File: config.mk
export PLATFORM = sky130hd
export DESIGN_NAME = pipe_ctrl_unit_flat
export DESIGN_NICKNAME = d
export VERILOG_FILES = /design/src/rtl/pipe_ctrl_pkg.sv /design/src/rtl/pipe_ctrl_unit_if.sv /design/src/rtl/pipe_ctrl_unit_fwd_sel.sv /design/src/rtl/pipe_ctrl_unit.sv /design/src/flat_wrapper.sv
export SDC_FILE = /design/constraint.sdc
export NUM_CORES = 1
export LEC_CHECK = 0
export CORE_MARGIN = 2
export CORE_UTILIZATION = 35
export CTS_CLUSTER_SIZE = 16
export DETAILED_ROUTE_END_ITERATION = 8
export GPL_ROUTABILITY_DRIVEN = 1
export PLACE_DENSITY = 0.82
export RECOVER_POWER = 100
export SETUP_SLACK_MARGIN = 0.15
export SYNTH_ARGS = -nofsm -noshare
export SYNTH_HDL_FRONTEND = slang
export SYNTH_SLANG_ARGS = --single-unit
File: constraint.sdc
create_clock -name clk -period 2.75 [get_ports clk]
set_input_delay 0.275 -clock clk [delete_from_list [all_inputs] [get_ports clk]]
set_output_delay 0.275 -clock clk [all_outputs]
set_load 0.02 [all_outputs]
File: src/rtl/pipe_ctrl_pkg.sv
// Shared encodings for the pipeline run-control block: FSM states,
// operand-forward selects and the default register-address width.
package pipe_ctrl_pkg;

    localparam int RA_W_DEFAULT = 5;

    typedef enum logic [2:0] {
        S_IDLE  = 3'd0,
        S_RUN   = 3'd1,
        S_STALL = 3'd2,
        S_DRAIN = 3'd3,
        S_HALT  = 3'd4
    } state_e;

    localparam logic [1:0] FWD_RF  = 2'd0;
    localparam logic [1:0] FWD_EXE = 2'd1;
    localparam logic [1:0] FWD_MEM = 2'd2;
    localparam logic [1:0] FWD_MDO = 2'd3;

    // The controller is busy whenever it is neither parked nor halted.
    function automatic logic state_is_busy(state_e s);
        return (s != S_IDLE) && (s != S_HALT);
    endfunction

endpackage

File: src/rtl/pipe_ctrl_unit_if.sv
// Hazard/run-control bus between the pipeline datapath (master) and
// pipe_ctrl_unit (slave): ID/EXE/MEM register info in, enables and selects out.
interface pipe_ctrl_unit_if
    import pipe_ctrl_pkg::*;
#(
    parameter int RA_W  = RA_W_DEFAULT,
    parameter int CNT_W = 16
) ();

    logic             run_req;
    logic             halt_req;
    logic [RA_W-1:0]  id_rs;
    logic [RA_W-1:0]  id_rt;
    logic             id_use_rs;
    logic             id_use_rt;
    logic             ewreg;
    logic             em2reg;
    logic [RA_W-1:0]  ewr;
    logic             mwreg;
    logic             mm2reg;
    logic [RA_W-1:0]  mwr;

    logic             pc_we;
    logic             ifid_we;
    logic             idexe_bubble;
    logic [1:0]       fwda;
    logic [1:0]       fwdb;
    logic [2:0]       state;
    logic             busy;
    logic [CNT_W-1:0] stall_cnt;
    logic [CNT_W-1:0] retire_cnt;

    modport master (
        output run_req, halt_req, id_rs, id_rt, id_use_rs, id_use_rt,
               ewreg, em2reg, ewr, mwreg, mm2reg, mwr,
        input  pc_we, ifid_we, idexe_bubble, fwda, fwdb, state, busy,
               stall_cnt, retire_cnt
    );

    modport slave (
        input  run_req, halt_req, id_rs, id_rt, id_use_rs, id_use_rt,
               ewreg, em2reg, ewr, mwreg, mm2reg, mwr,
        output pc_we, ifid_we, idexe_bubble, fwda, fwdb, state, busy,
               stall_cnt, retire_cnt
    );

endinterface

File: src/rtl/pipe_ctrl_unit_fwd_sel.sv
// pipe_fwd_sel: combinational operand-forward select for one ID-stage
// source register; EXE beats MEM, r0 never forwards, an EXE load is skipped.
module pipe_fwd_sel
    import pipe_ctrl_pkg::*;
#(
    parameter int RA_W = RA_W_DEFAULT
) (
    input  logic            use_op,
    input  logic [RA_W-1:0] src,
    input  logic            ewreg,
    input  logic            em2reg,
    input  logic [RA_W-1:0] ewr,
    input  logic            mwreg,
    input  logic            mm2reg,
    input  logic [RA_W-1:0] mwr,
    output logic [1:0]      sel
);

    logic exe_hit;
    logic mem_hit;

    // A load in EXE has no data yet; that case is the load-use stall instead.
    assign exe_hit = ewreg && !em2reg && (ewr != '0) && (ewr == src);
    assign mem_hit = mwreg && (mwr != '0) && (mwr == src);

    always_comb begin
        sel = FWD_RF;
        if (use_op) begin
            if (exe_hit) begin
                sel = FWD_EXE;
            end else if (mem_hit) begin
                sel = mm2reg ? FWD_MDO : FWD_MEM;
            end
        end
    end

endmodule

File: src/rtl/pipe_ctrl_unit.sv
// Run-control and hazard controller for the 5-stage IF/ID/EXE/MEM/WB pipeline.
// Build option PIPE_CTRL_PERF_EN adds the stall and retire counters (else tied to 0).
module pipe_ctrl_unit
    import pipe_ctrl_pkg::*;
#(
    parameter int CNT_W = 16,
    parameter int RA_W  = RA_W_DEFAULT
) (
    input  logic             clk,
    input  logic             start,
    pipe_ctrl_unit_if.slave  bus
);

    state_e state_q, state_d;
    logic   halt_pend_q, halt_pend_d;
    logic   v_id_q, v_id_d;
    logic   v_exe_q, v_exe_d;
    logic   v_mem_q, v_mem_d;
    logic   v_wb_q, v_wb_d;

    logic   load_use;
    logic   rs_dep;
    logic   rt_dep;
    logic   pc_we;
    logic   ifid_we;
    logic   bubble;
    logic   enter_stall;

    assign rs_dep   = bus.id_use_rs && (bus.ewr == bus.id_rs);
    assign rt_dep   = bus.id_use_rt && (bus.ewr == bus.id_rt);
    assign load_use = bus.ewreg && bus.em2reg && (bus.ewr != '0) && (rs_dep || rt_dep);

    always_comb begin
        state_d     = state_q;
        halt_pend_d = halt_pend_q;
        pc_we       = 1'b0;
        ifid_we     = 1'b0;
        bubble      = 1'b1;
        case (state_q)
            S_IDLE: begin
                if (bus.run_req) begin
                    state_d = S_RUN;
                end
            end
            S_RUN: begin
                if (bus.halt_req) begin
                    halt_pend_d = 1'b1;
                end
                // The stall wins over a simultaneous halt; halt_pend carries it.
                if (load_use) begin
                    state_d = S_STALL;
                end else begin
                    pc_we   = 1'b1;
                    ifid_we = 1'b1;
                    bubble  = 1'b0;
                    if (bus.halt_req || halt_pend_q) begin
                        state_d = S_DRAIN;
                    end
                end
            end
            S_STALL: begin
                pc_we   = 1'b1;
                ifid_we = 1'b1;
                bubble  = 1'b0;
                if (bus.halt_req) begin
                    halt_pend_d = 1'b1;
                end
                state_d = (halt_pend_q || bus.halt_req) ? S_DRAIN : S_RUN;
            end
            S_DRAIN: begin
                if (!(v_exe_q || v_mem_q || v_wb_q)) begin
                    state_d = S_HALT;
                end
            end
            S_HALT: begin
                state_d = S_HALT;
            end
            default: begin
                state_d = S_IDLE;
            end
        endcase
    end

    // ID holds its instruction while IF/ID is frozen; a bubble empties EXE.
    always_comb begin
        v_id_d  = ifid_we ? pc_we : v_id_q;
        v_exe_d = v_id_q && !bubble;
        v_mem_d = v_exe_q;
        v_wb_d  = v_mem_q;
    end

    assign enter_stall = (state_q != S_STALL) && (state_d == S_STALL);

    always_ff @(posedge clk) begin
        if (start) begin
            state_q     <= S_IDLE;
            halt_pend_q <= 1'b0;
            v_id_q      <= 1'b0;
            v_exe_q     <= 1'b0;
            v_mem_q     <= 1'b0;
            v_wb_q      <= 1'b0;
        end else begin
            state_q     <= state_d;
            halt_pend_q <= halt_pend_d;
            v_id_q      <= v_id_d;
            v_exe_q     <= v_exe_d;
            v_mem_q     <= v_mem_d;
            v_wb_q      <= v_wb_d;
        end
    end

`ifdef PIPE_CTRL_PERF_EN
    logic [CNT_W-1:0] stall_cnt_q, stall_cnt_d;
    logic [CNT_W-1:0] retire_cnt_q, retire_cnt_d;

    // Both counters wrap naturally at 2^CNT_W.
    always_comb begin
        stall_cnt_d  = stall_cnt_q;
        retire_cnt_d = retire_cnt_q;
        if (enter_stall) begin
            stall_cnt_d = stall_cnt_q + 1'b1;
        end
        if (v_wb_q) begin
            retire_cnt_d = retire_cnt_q + 1'b1;
        end
    end

    always_ff @(posedge clk) begin
        if (start) begin
            stall_cnt_q  <= '0;
            retire_cnt_q <= '0;
        end else begin
            stall_cnt_q  <= stall_cnt_d;
            retire_cnt_q <= retire_cnt_d;
        end
    end

    assign bus.stall_cnt  = stall_cnt_q;
    assign bus.retire_cnt = retire_cnt_q;
`else
    logic perf_unused;

    assign perf_unused    = enter_stall;
    assign bus.stall_cnt  = {CNT_W{1'b0}};
    assign bus.retire_cnt = {CNT_W{1'b0}};
`endif

    pipe_fwd_sel #(.RA_W(RA_W)) u_fwd_a (
        .use_op (bus.id_use_rs),
        .src    (bus.id_rs),
        .ewreg  (bus.ewreg),
        .em2reg (bus.em2reg),
        .ewr    (bus.ewr),
        .mwreg  (bus.mwreg),
        .mm2reg (bus.mm2reg),
        .mwr    (bus.mwr),
        .sel    (bus.fwda)
    );

    pipe_fwd_sel #(.RA_W(RA_W)) u_fwd_b (
        .use_op (bus.id_use_rt),
        .src    (bus.id_rt),
        .ewreg  (bus.ewreg),
        .em2reg (bus.em2reg),
        .ewr    (bus.ewr),
        .mwreg  (bus.mwreg),
        .mm2reg (bus.mm2reg),
        .mwr    (bus.mwr),
        .sel    (bus.fwdb)
    );

    assign bus.pc_we        = pc_we;
    assign bus.ifid_we      = ifid_we;
    assign bus.idexe_bubble = bubble;
    assign bus.state        = state_q;
    assign bus.busy         = state_is_busy(state_q);

endmodule

File: src/flat_wrapper.sv
// flat-port wrapper written by rule: the top's interface ports become plain ports
module pipe_ctrl_unit_flat import pipe_ctrl_pkg::*;
#(
    parameter int CNT_W = 16,
    parameter int RA_W  = RA_W_DEFAULT
)
  (clk, start, bus_run_req, bus_halt_req, bus_id_rs, bus_id_rt, bus_id_use_rs, bus_id_use_rt, bus_ewreg, bus_em2reg, bus_ewr, bus_mwreg, bus_mm2reg, bus_mwr, bus_pc_we, bus_ifid_we, bus_idexe_bubble, bus_fwda, bus_fwdb, bus_state, bus_busy, bus_stall_cnt, bus_retire_cnt);
  pipe_ctrl_unit_if #(.RA_W(RA_W), .CNT_W(CNT_W)) bus_i ();
  input  logic clk;
  input  logic start;
  input wire logic [$bits(bus_i.run_req)-1:0] bus_run_req;
  input wire logic [$bits(bus_i.halt_req)-1:0] bus_halt_req;
  input wire logic [$bits(bus_i.id_rs)-1:0] bus_id_rs;
  input wire logic [$bits(bus_i.id_rt)-1:0] bus_id_rt;
  input wire logic [$bits(bus_i.id_use_rs)-1:0] bus_id_use_rs;
  input wire logic [$bits(bus_i.id_use_rt)-1:0] bus_id_use_rt;
  input wire logic [$bits(bus_i.ewreg)-1:0] bus_ewreg;
  input wire logic [$bits(bus_i.em2reg)-1:0] bus_em2reg;
  input wire logic [$bits(bus_i.ewr)-1:0] bus_ewr;
  input wire logic [$bits(bus_i.mwreg)-1:0] bus_mwreg;
  input wire logic [$bits(bus_i.mm2reg)-1:0] bus_mm2reg;
  input wire logic [$bits(bus_i.mwr)-1:0] bus_mwr;
  output wire logic [$bits(bus_i.pc_we)-1:0] bus_pc_we;
  output wire logic [$bits(bus_i.ifid_we)-1:0] bus_ifid_we;
  output wire logic [$bits(bus_i.idexe_bubble)-1:0] bus_idexe_bubble;
  output wire logic [$bits(bus_i.fwda)-1:0] bus_fwda;
  output wire logic [$bits(bus_i.fwdb)-1:0] bus_fwdb;
  output wire logic [$bits(bus_i.state)-1:0] bus_state;
  output wire logic [$bits(bus_i.busy)-1:0] bus_busy;
  output wire logic [$bits(bus_i.stall_cnt)-1:0] bus_stall_cnt;
  output wire logic [$bits(bus_i.retire_cnt)-1:0] bus_retire_cnt;
  assign bus_i.run_req = bus_run_req;
  assign bus_i.halt_req = bus_halt_req;
  assign bus_i.id_rs = bus_id_rs;
  assign bus_i.id_rt = bus_id_rt;
  assign bus_i.id_use_rs = bus_id_use_rs;
  assign bus_i.id_use_rt = bus_id_use_rt;
  assign bus_i.ewreg = bus_ewreg;
  assign bus_i.em2reg = bus_em2reg;
  assign bus_i.ewr = bus_ewr;
  assign bus_i.mwreg = bus_mwreg;
  assign bus_i.mm2reg = bus_mm2reg;
  assign bus_i.mwr = bus_mwr;
  assign bus_pc_we = bus_i.pc_we;
  assign bus_ifid_we = bus_i.ifid_we;
  assign bus_idexe_bubble = bus_i.idexe_bubble;
  assign bus_fwda = bus_i.fwda;
  assign bus_fwdb = bus_i.fwdb;
  assign bus_state = bus_i.state;
  assign bus_busy = bus_i.busy;
  assign bus_stall_cnt = bus_i.stall_cnt;
  assign bus_retire_cnt = bus_i.retire_cnt;
  pipe_ctrl_unit #(.CNT_W(CNT_W), .RA_W(RA_W)) u_core (.clk(clk), .start(start), .bus(bus_i));
endmodule
**Word level (Yosys, flattened, before mapping)**

Index checks and enable logic that the tools add are counted.

- Register bits after elaboration: 8
- Bits in latches: 0
- Bits in writable memories: 0
- Bits in read-only memories: 0
- Bits of input ports: 30
- Output and inout bits: 43
- Logic and storage cells: 62
- Memories kept: 0

- Add/subtract/negate cells: 0
- Multipliers: 0
- Div/mod/pow operators: 0
- Magnitude comparators: 0
- Equality and inequality tests: 12
- Shifts and indexed selects: 0
- Multiplexer cells: 17
- Bitwise logic cells: 0
- Reductions and logical operators: 27

Operator list:

| operator | number |
|---|---|
| == test 5 bit | 4 |
| one-hot mux 3 bit (5 select lines) | 1 |
| logical AND 1 bit | 14 |
| 2-to-1 mux 2 bit | 7 |
| 2-to-1 mux 3 bit | 4 |
| nonzero test 5 bit | 2 |
| == test 3 x 2 -> 1 bit (second input constant) | 2 |
| logical OR 1 bit | 4 |
| != test 2 bit (second input constant) | 2 |
| one-hot mux 1 bit (2 select lines) | 2 |
| == test 3 x 1 -> 1 bit (second input constant) | 1 |
| == test 3 bit (second input constant) | 1 |
| logical NOT 3 bit | 1 |
| 2-to-1 mux 1 bit | 3 |
| != test 3 x 1 -> 1 bit (second input constant) | 1 |
| != test 3 bit (second input constant) | 1 |
| AND reduction 3 bit | 1 |
| nonzero test 3 bit | 1 |
| logical NOT 1 bit | 2 |
| AND reduction 2 bit | 1 |
| OR reduction 2 bit | 1 |

**Logic depth before layout (Yosys ltp)**

- Word-level depth: 8
- Mapped depth: 5

**Modules after synthesis**

From an unflattened synthesis, not the netlist that was laid out.

- Cells, all modules: 148
- Area total of the unflattened synthesis: 1164.9 um2

By module, submodules not included:

| module | instances | cells each | area each (um2) | sequential area each (um2) |
|---|---|---|---|---|
| pipe_ctrl_unit | 1 | 104 | 822.0 | 160.2 |
| pipe_fwd_sel | 2 | 22 | 171.4 | 0.0 |

**Worst setup path before layout**

OpenSTA, ideal clock, no wires.

- Path type: input port to output port
- From: input bus_ewr[0]
- To: output bus_pc_we
- Arrival: 2137 ps
- Data required time: 2475 ps
- Path slack: 338 ps
- Stages: 5
- Path buffers: 1
- Cell sequence: or4_1 o211a_1 and2_4 a221oi_1 buf_4

- Longest elaborated chain between the ends: 6

Ends and longest elaborated chain:

| element | line | text |
|---|---|---|
| start: declaration | flat_wrapper.sv:19 | `input wire logic [$bits(bus_i.ewr)-1:0] bus_ewr;` |
| == test 5 bit (on tied branches) | pipe_ctrl_unit.sv:29, pipe_ctrl_unit.sv:30 |  |
| logical AND 1 bit (on tied branches) | pipe_ctrl_unit.sv:29, pipe_ctrl_unit.sv:30 |  |
| logical OR 1 bit | pipe_ctrl_unit.sv:31 | `assign load_use = bus.ewreg && bus.em2reg && (bus.ewr != '0) && (rs_dep \|\| rt_dep);` |
| logical AND 1 bit * | pipe_ctrl_unit.sv:31 |  |
| 2-to-1 mux 1 bit * | n/a |  |
| one-hot mux 1 bit (2 select lines) * | n/a |  |
| end: declaration | flat_wrapper.sv:23 | `output wire logic [$bits(bus_i.pc_we)-1:0] bus_pc_we;` |

Mark *: on every way between the ends. The rest lies on a longest branch, timed or not.

**Worst setup path after layout**

- From: input bus_ewr[1]
- To: output bus_pc_we

- Longest elaborated chain between the ends: 6

Ends and longest elaborated chain:

| element | line | text |
|---|---|---|
| == test 5 bit (on tied branches) | pipe_ctrl_unit.sv:29, pipe_ctrl_unit.sv:30 |  |
| logical AND 1 bit (on tied branches) | pipe_ctrl_unit.sv:29, pipe_ctrl_unit.sv:30 |  |
| logical OR 1 bit | pipe_ctrl_unit.sv:31 |  |
| logical AND 1 bit * | pipe_ctrl_unit.sv:31 |  |
| 2-to-1 mux 1 bit * | pipe_ctrl_unit.sv:50 | `if (load_use) begin` |
| one-hot mux 1 bit (2 select lines) * | pipe_ctrl_unit.sv:39 | `case (state_q)` |

Marked as above.

==> impl_metrics.csv <==
group,metric,value,unit
worst_setup_path,worstReg2RegStart,"u_core.bus.state[0]",
sta,setup_viol_count_final,0,
floorplanning,ios,73,
worst_setup_path,crit_type,"in -> out",
logic_synthesis,synth_cell_types,35,
worst_setup_path,worst-path-max-fanout,2,
cts,cts_resized,16,
sta,finalHoldWorstSlack,0.443,ns
power,p_leak,0.598,nW
floorplanning,dieArea,3260,um^2
worst_hold_path,hp-start,"u_core.v_id_q",
floorplanning,die_x,57.1,um
worst_setup_path,reg2regPathDepth,4,
finish,mostFrequentLayoutCell,"conb_1",
logic_synthesis,syn-cell-area,987,um^2
global_routing,grt_max_degree,12,
logic_synthesis,synth_edf_count,0,
route,ant_nets,0,
route,viasPerCell,4.56,
route,first_pass_iters,4,
global_routing,grt_first_pass_wirelength,3280,um
worst_hold_path,hold_path_depth,2,
route,routedWlPerCell,10.9,um
finish,fin_area,1370,um^2
sta,slew_violations,0,
finish,syn_to_final_growth,38.5,%
sta,setup_ws,0.151,ns
logic_synthesis,synth_top_cell_by_area,"buf_4",
finish,fin_cells,207,
finish,drive_gt1_frac,0.0909,
cts,numCtsBuffers,3,
logic_synthesis,avgSynthCellArea,7.65,um^2
worst_setup_path,startpoint_type,"primary input",
sta,rsz0062_at_grt,"yes",
finish,diodes,0,
cts,cts_root_buf,"clkbuf_4",
global_routing,grt_overflow_total,0,
outcome,status,"completed",
logic_synthesis,ys_ff_latch,8,
power,vdd_drop_max,285,uV
worst_setup_path,cp.required,2.48,ns
placement,place_congestion,0.862,
sta,finalCritPeriodShare,0.945,
finish,finalNetCount,208,
sta,max_freq,385,MHz
global_routing,antenna_found_initial,0,
worst_setup_path,startpoint,"bus_ewr[1]",
worst_setup_path,end_kind,"output pin",
placement,dp_slack,-0.227,ns
sta,fin_skew,0.00334,ns
placement,portBuffers,40,
floorplanning,core_area,2710,um^2
sta,fin_crit,2.60,ns
floorplanning,placementRows,19,
cts,insertion_delay,0.26,ns
logic_synthesis,ys_async_sr_fraction,0,
route,routed_wirelength,2260,um
cts,cts.sinks,8,
global_routing,grtUsageTotal,0.129,
route,drcViolationCount,0,
logic_synthesis,synth.top_cell.area_share,0.251,
power,total_power,0.459,mW
power,powerDensity,335,nW/um^2
logic_synthesis,syn_inst,129,
global_routing,first_global_vias,797,
worst_hold_path,hp-class,"reg -> reg",
flow_run,drv_cap,0,
logic_synthesis,yosys_most_used_dff,"dfxtp_1",
cts,cts_tree,"done",
floorplanning,initial_core_util,0.364,
cts,cts_hold_buffers,0,
finish,final_cell_mix,"conb_1, clkdlybuf4s50_1, xnor2_1",
sta,hold_viol_final,0,
worst_setup_path,worst_ep_arrival_time,2.32,ns
route,via_count,944,
placement,place_inst,204,
cts,cts_setup_buffers,0,
cts,htreeDepth,1,
logic_synthesis,ys.warnings.count,0,
logic_synthesis,synth_area_leaders,"buf_4, xnor2_1, dfxtp_1",
route,drt_iter0_markers,22,
floorplanning,die_h,57.1,um
cts,clkTransAtPathRegs,0.06,ns
cts,cts_buffer_depth,2,
logic_synthesis,yosysSeqAreaShare,0.162,
placement,placed_cell_area,1340,um^2
placement,dp_hpwl,1880,um
==> worst paths after layout <==
kind,endpoint,slack (ns)
setup / recovery,bus_pc_we,0.15
hold / removal,u_core.v_exe_q,0.44
setup reg to reg,u_core.bus.state[1],1.18
hold reg to reg,u_core.v_exe_q,0.44
==> through the flow <==
stage | util | setup TNS (ns)
after global placement | 0.496 | -0.573
after detailed placement | 0.496 | -0.639
after global routing | 0.505 | 0
after floorplan | - | 0
after CTS | 0.506 | 0
final | 0.505 | 0
==> critical path: stages <==
cell,delay [ns]
clkdlybuf4s50_1,0.43
or4_1,0.53
o211a_1,0.24
and2_4,0.16
a221oi_2,0.26
clkdlybuf4s25_1,0.42
==> registers in the layout, summed over array words and instances, names as in the netlist <==
name,cells
u_core.bus.state,3
u_core.v_id_q,1
u_core.v_exe_q,1
u_core.v_wb_q,1
u_core.v_mem_q,1
u_core.halt_pend_q,1
==> Yosys cell counts, drive strengths merged, types with 2 or more instances <==
cell type	count
a21oi	4
a22o	2
buf	33
dfxtp	8
inv	3
nand2	5
nand2b	3
nand3	4
nand4	2
nor2	6
nor2b	5
nor3	4
nor4	2
o21ai	7
or2	2
or4	2
xnor2	19
==> where the power goes <==
group | internal [mW] | switching [mW]
Sequential | 0.126 | 0.0106
Clock | 0.0501 | 0.0423
Combinational | 0.106 | 0.123
==> area by class of cell <==
| cell class | instances | area [um^2] |
|---|---|---|
| fillers | 274 | 1340 |
| multi-input cells | 115 | 693 |
| repair buffers | 47 | 442 |
| flip-flops and latches | 8 | 160 |
| well taps | 31 | 38.8 |
| clock buffers | 3 | 22.5 |
| inverters | 3 | 11.3 |
==> per-layer routing <==
metal  vias up  global-route usage  wire, um
met3         4              0.0567       179
met5         -                   0         0
met2        42               0.213      1090
met1       421               0.154       963
met4         0              0.0299        19
li1        477                   -         -
==> cells by family after synthesis <==
family | Yosys count | share of synthesized area
AOI/OAI and AO/OA | 23 | 0.164
xor gates and xnor gates | 20 | 0.177
buffers and inverters | 37 | 0.266
DFF | 8 | 0.162
other | 1 | 0.00380
and+or+nand+nor | 40 | 0.227
Power figures use the tool's default switching activity.
